### config.mk
export PLATFORM = sky130hd
export DESIGN_NAME = jtpang_objdma_flat
export DESIGN_NICKNAME = d
export VERILOG_FILES = /design/src/rtl/jtpang_objdma_if.sv /design/src/rtl/jtpang_objdma.sv /design/src/flat_wrapper.sv
export SDC_FILE = /design/constraint.sdc
export NUM_CORES = 2
export LEC_CHECK = 0
export ABC_CLOCK_PERIOD_IN_PS = 3200
export BUFFER_PORTS_ARGS = -buffer_cell sky130_fd_sc_hd__buf_2
export CAP_MARGIN = 20
export CORE_AREA = 5 5 742 744
export DETAILED_ROUTE_END_ITERATION = 12
export DIE_AREA = 0 0 747 749
export HOLD_SLACK_MARGIN = 0.08
export SLEW_MARGIN = 5
export SYNTH_ARGS = -nofsm -noshare
export SYNTH_HDL_FRONTEND = slang
export SYNTH_SLANG_ARGS = --single-unit
### constraint.sdc
create_clock -name clk -period 3.2 [get_ports clk]
set_clock_uncertainty 0.15 [all_clocks]
set_input_delay 0.16 -clock clk [delete_from_list [all_inputs] [get_ports clk]]
set_output_delay 0.16 -clock clk [all_outputs]
set_load 0.02 [all_outputs]
### src/rtl/jtpang_objdma_if.sv
// Z80 bus / VRAM port bundle between the object DMA master and the tile/VRAM block.
// The master requests the bus, drives the object-area address and takes back the read data.
interface jtpang_objdma_if #(
  parameter int DW = 8,
  parameter int AW = 9
);
  logic          busrq_n;
  logic          busak_n;
  logic [AW-1:0] dma_addr;
  logic [DW-1:0] vram_dout;

  modport master (
    output busrq_n,
    output dma_addr,
    input  busak_n,
    input  vram_dout
  );

  modport slave (
    input  busrq_n,
    input  dma_addr,
    output busak_n,
    output vram_dout
  );
endinterface

### src/rtl/jtpang_objdma.sv
// jtpang_objdma: takes the Z80 bus and copies the 512-byte VRAM object area into a private
// buffer for the renderer. Optional JTPANG_DMA_VBL_EN: a falling LVBL edge also requests a copy.
module jtpang_objdma #(
  parameter int DW = 8,
  parameter int AW = 9
) (
  input  logic            clk,
  input  logic            rst,
  input  logic            cen,
  input  logic            dma_go,
  input  logic            LVBL,
  jtpang_objdma_if.master bus,
  input  logic [AW-1:0]   obj_addr,
  output logic [DW-1:0]   obj_data,
  output logic            dma_busy
);

  typedef enum logic [2:0] {
    IDLE,
    REQ,
    COPY,
    DRAIN,
    RELEASE
  } state_t;

  state_t        state;
  state_t        next_state;
  logic [AW-1:0] dma_addr;
  logic [AW-1:0] wa;
  logic          we_d;
  logic          pend;
  logic          step;
  logic          last;
  logic          vbl_go;
  logic [DW-1:0] obj_buf [0:(1<<AW)-1];

  assign step         = cen & ~bus.busak_n;
  assign last         = &dma_addr;
  assign dma_busy     = (state != IDLE);
  assign bus.dma_addr = dma_addr;
  assign bus.busrq_n  = !((state == REQ) || (state == COPY) || (state == DRAIN));

`ifdef JTPANG_DMA_VBL_EN
  // A VBL edge only raises the pending flag, so it starts one clock later than dma_go.
  logic lvbl_l;

  always_ff @(posedge clk or posedge rst) begin
    if (rst) begin
      lvbl_l <= 1'b1;
    end else begin
      lvbl_l <= LVBL;
    end
  end

  assign vbl_go = lvbl_l & ~LVBL;
`else
  logic unused_lvbl;

  assign unused_lvbl = LVBL;
  assign vbl_go      = 1'b0;
`endif

  always_comb begin
    next_state = state;
    case (state)
      IDLE:    if (dma_go || pend) next_state = REQ;
      REQ:     if (!bus.busak_n)   next_state = COPY;
      COPY:    if (step && last)   next_state = DRAIN;
      DRAIN:                       next_state = RELEASE;
      RELEASE: if (bus.busak_n)    next_state = IDLE;
      default:                     next_state = IDLE;
    endcase
  end

  // The write lags the step by one clock to line up with the synchronous VRAM read.
  always_ff @(posedge clk or posedge rst) begin
    if (rst) begin
      state    <= IDLE;
      dma_addr <= '0;
      wa       <= '0;
      we_d     <= 1'b0;
      pend     <= 1'b0;
    end else begin
      state <= next_state;
      we_d  <= 1'b0;
      if (state == REQ) begin
        dma_addr <= '0;
      end
      if ((state == COPY) && step) begin
        dma_addr <= dma_addr + 1'b1;
        wa       <= dma_addr;
        we_d     <= 1'b1;
      end
      if ((state == IDLE) && (next_state == REQ)) begin
        pend <= 1'b0;
      end else if ((dma_go && dma_busy) || vbl_go) begin
        pend <= 1'b1;
      end
    end
  end

  always_ff @(posedge clk) begin
    if (we_d) begin
      obj_buf[wa] <= bus.vram_dout;
    end
  end

  always_ff @(posedge clk) begin
    obj_data <= obj_buf[obj_addr];
  end

endmodule

### src/flat_wrapper.sv
// flat-port wrapper written by rule: the top's interface ports become plain ports
module jtpang_objdma_flat 
#(
  parameter int DW = 8,
  parameter int AW = 9
)
  (clk, rst, cen, dma_go, LVBL, obj_addr, obj_data, dma_busy, bus_busrq_n, bus_dma_addr, bus_busak_n, bus_vram_dout);
  jtpang_objdma_if #(.DW(DW), .AW(AW)) bus_i ();
  input  logic clk;
  input  logic rst;
  input  logic cen;
  input  logic dma_go;
  input  logic LVBL;
  input  logic [AW-1:0] obj_addr;
  output logic [DW-1:0] obj_data;
  output logic dma_busy;
  output wire logic [$bits(bus_i.busrq_n)-1:0] bus_busrq_n;
  output wire logic [$bits(bus_i.dma_addr)-1:0] bus_dma_addr;
  input wire logic [$bits(bus_i.busak_n)-1:0] bus_busak_n;
  input wire logic [$bits(bus_i.vram_dout)-1:0] bus_vram_dout;
  assign bus_busrq_n = bus_i.busrq_n;
  assign bus_dma_addr = bus_i.dma_addr;
  assign bus_i.busak_n = bus_busak_n;
  assign bus_i.vram_dout = bus_vram_dout;
  jtpang_objdma #(.DW(DW), .AW(AW)) u_core (.clk(clk), .rst(rst), .cen(cen), .dma_go(dma_go), .LVBL(LVBL), .bus(bus_i), .obj_addr(obj_addr), .obj_data(obj_data), .dma_busy(dma_busy));
endmodule
==> flow_metrics.tcl <==
set metrics [dict create \
    status "complete, but fails checks" \
    violations "negative setup slack" \
    pwr-share-comb_pct 5.7 \
    synthArstFlopShare_pct 0.557 \
    place_inst 16047 \
    synth-seq-area-share_pct 76.2 \
    synth_seq_cells 4127 \
    tritoncts "yes" \
    synth_nets 8238 \
    p_per_area_nw_per_um2 597 \
    htreeDepth 5 \
    final_common_cell "edfxtp_1" \
    vias 87787 \
    worstMarginPinSlew_ns 1.13 \
    cts_buffer_depth 4 \
    synthCells 8213 \
    hold_depth 2 \
    die_h_um 749 \
    synth.distinct_cells 85 \
    hp-class "in2reg" \
    design.die.area_um2 560000 \
    seq_power_share_pct 51.8 \
    antenna_found_initial 25 \
    rsz0062_at_grt "true" \
    grt_pass1_wl_mm 656 \
    p_sw_mw 24.9 \
    routed_via_density 5.22 \
    r2r_start "u_core.wa[7]" \
    reg2reg_slack_ns -0.12 \
    portBuffers 40 \
    initial_core_util_pct 29.9 \
    grt_util_met1_pct 21.9 \
    min_from "bus_vram_dout[3]" \
    synthFlopType "edfxtp_1" \
    synth.avg_cell_area_um2 19.8 \
    syn_area_um2 162000 \
    critPathKind "reg2reg" \
    cp_data_required_time_ns 3.63 \
    ant_nets 0 \
    path_clk_slew_ns 0.06 \
    timing.rr.end "u_core.obj_buf[150][4]" \
    worstPathArrival_ns 3.76 \
    power_mw 115 \
    hold_ws_ns 0.129 \
    firstDrtPassIters 5 \
    cts.sinks 4127 \
    dp.final_hpwl_mm 300 \
    grt.busiest_layer "met2" \
    yosys_warnings 0 \
    met3_usage_pct 3.40 \
    area_growth_pct 18.6 \
    ir_drop_mv 0.464 \
    leakage_nw 62.1 \
    max_stage_delay_ns 0.92 \
    cp_max_fo 12 \
    grt_overflow 0 \
    num_io_pins 42 \
    hold_end "u_core.obj_buf[23][3]" \
    clk-insertion-delay-late_ns 0.98 \
    grt_pass1_vias 88053 \
    drc 0 \
    nets 9268 \
    drtIter0Drc 10773 \
    cts_made_buffers 404 \
    layout_min_cycle_time_ns 3.32 \
    routabilityCongestion 0.855 \
    fin_crit_sh_pct 104 \
    layout_common_cells "edfxtp_1, buf_4, mux2i_1" \
    max_cap_viol_count 0 \
    grtUsageTotal_pct 16.0 \
    finalHoldViolCount 0 \
    setup_viol 38 \
    slew_viol_final 0 \
    cp-end-kind "register" \
    stdcell_count 16828 \
    p_int_mw 90.2 \
    power_frac_clock_pct 42.5 \
    totalWireLength_mm 463 \
    rows 271 \
    synth_enable_flop_cells 4096 \
    worstSetupStartpointType "register" \
    drive_above_1_share_pct 26.1 \
    r2r_cells 4 \
    swShare_pct 21.6 \
    cpMaxStageDelayCell "dfrtp_1" \
    grt_start_max_net_pins 134 \
    wire_per_inst_um 27.5 \
    fmax_mhz 301 \
    core_area_um2 543000 \
    grt_use_met2_pct 25.4 \
    fp.dieW_um 747 \
    fin_ws_ns -0.124 \
    maxSlewHeadroom_pct 24.4 \
    path_cells "nor3b_1 -> buf_12 -> nand2_1 -> nor2_1" \
    postCtsSetupBuffers 0 \
    cts_root_buffer "clkbuf_16" \
]
[state kept, by name (all words and copies together) (netlist names)]
signal and count:
u_core.wa 9, u_core.obj_data 8, u_core.pend 1, u_core.obj_buf 4096, u_core.state 3, u_core.we_d 1, u_core.bus.dma_addr 9
[cells in the mapped netlist (all sizes together), types with 53 or more instances]
cell type  number  share of area [%]
o21ai         117               0.36
edfxtp       4096                 76
buf           307                1.8
mux4          665                9.3
a21oi         178               0.55
mux2i         735                4.5
nor3           85               0.26
o22ai         178               0.69
o221ai        282                1.6
clkbuf        229               0.53
nand3          68               0.21
nor2          604                1.4
mux2           53               0.37
nand2         199               0.46
[power by group through the flow]
stage / Sequential, mW / Combinational, mW / Clock (mW)
floorplan: 60.7 / 3.10 / 0
global placement: 60.8 / 6.38 / 0
detailed placement: 60.8 / 6.48 / 0
CTS: 59.6 / 6.54 / 49.5
global route: 59.6 / 6.84 / 51.8
finish: 59.6 / 6.55 / 48.9
[what timing repair did]
| action | in CTS | in global routing |
|---|---|---|
| setup endpoints to repair | 63 | 149 |
| hold buffers | 23 | 0 |
| resized for setup | 7 | 29 |
| hold endpoints to repair | 4094 | 0 |
| pin swaps | 0 | 1 |
[worst max-delay path, delay by kind of cell (launching register included)]
family / cells / cell delay, ns
flops: 1 / 0.92
simple gates: 3 / 1.68
buf+inv: 1 / 0.17
[stage by stage]
step	setup TNS, ns	utilization (%)	area, um2	setup slack, ns
finish	-3.55	35.4	193000	-0.124
floorplan	0	-	162000	0.829
global route	-4.64	35.4	193000	-0.134
global placement	-3.68	32.9	179000	-0.634
CTS	-1.07	35.4	192000	-0.0396
detailed placement	-5.14	32.9	179000	-0.650
[layout make-up]
type                    count  area, um2
diodes                     10       25.0
clock buffers             466      10400
clock inverters           281       3200
fillers                 49881     351000
inverters                   5       33.8
multi-input cells        3545      35200
flip-flops and latches   4127     124000
well taps                7234       9050
repair buffers           1160      10900
[routing by layer]
layer  routed length [um]  part of all wire [%]
met5                  115                 0.025
met4                15100                   3.3
met3                43500                   9.4
met2               217000                    47
met1               187000                    40
[cells by family after synthesis]
| group | after synthesis | share of synthesized area, % |
|---|---|---|
| AO/OA/AOI/OAI | 990 | 4.36 |
| buffers and inverters | 541 | 2.34 |
| adder cells (fa/ha/maj) | 2 | 0.0154 |
| flip-flops | 4127 | 76.2 |
| XOR/XNOR | 2 | 0.0108 |
| multiplexers | 1453 | 14.2 |
| AND/OR/NAND/NOR | 1098 | 2.93 |
[worst max path at each step]
stage | from | to | slack (ns) | depth (start not counted)
after global routing | u_core.wa[7] | u_core.obj_buf[150][6] | -0.13 | 4
after detailed placement | obj_addr[0] | u_core.obj_data[7] | -0.65 | 11
final | u_core.wa[7] | u_core.obj_buf[150][4] | -0.12 | 4
after global placement | obj_addr[0] | u_core.obj_data[7] | -0.63 | 11
after CTS | u_core.wa[7] | u_core.obj_buf[158][6] | -0.04 | 4
after floorplan | obj_addr[0] | u_core.obj_data[4] | 0.83 | 11
No activity file was read; power rests on OpenSTA's default activity.
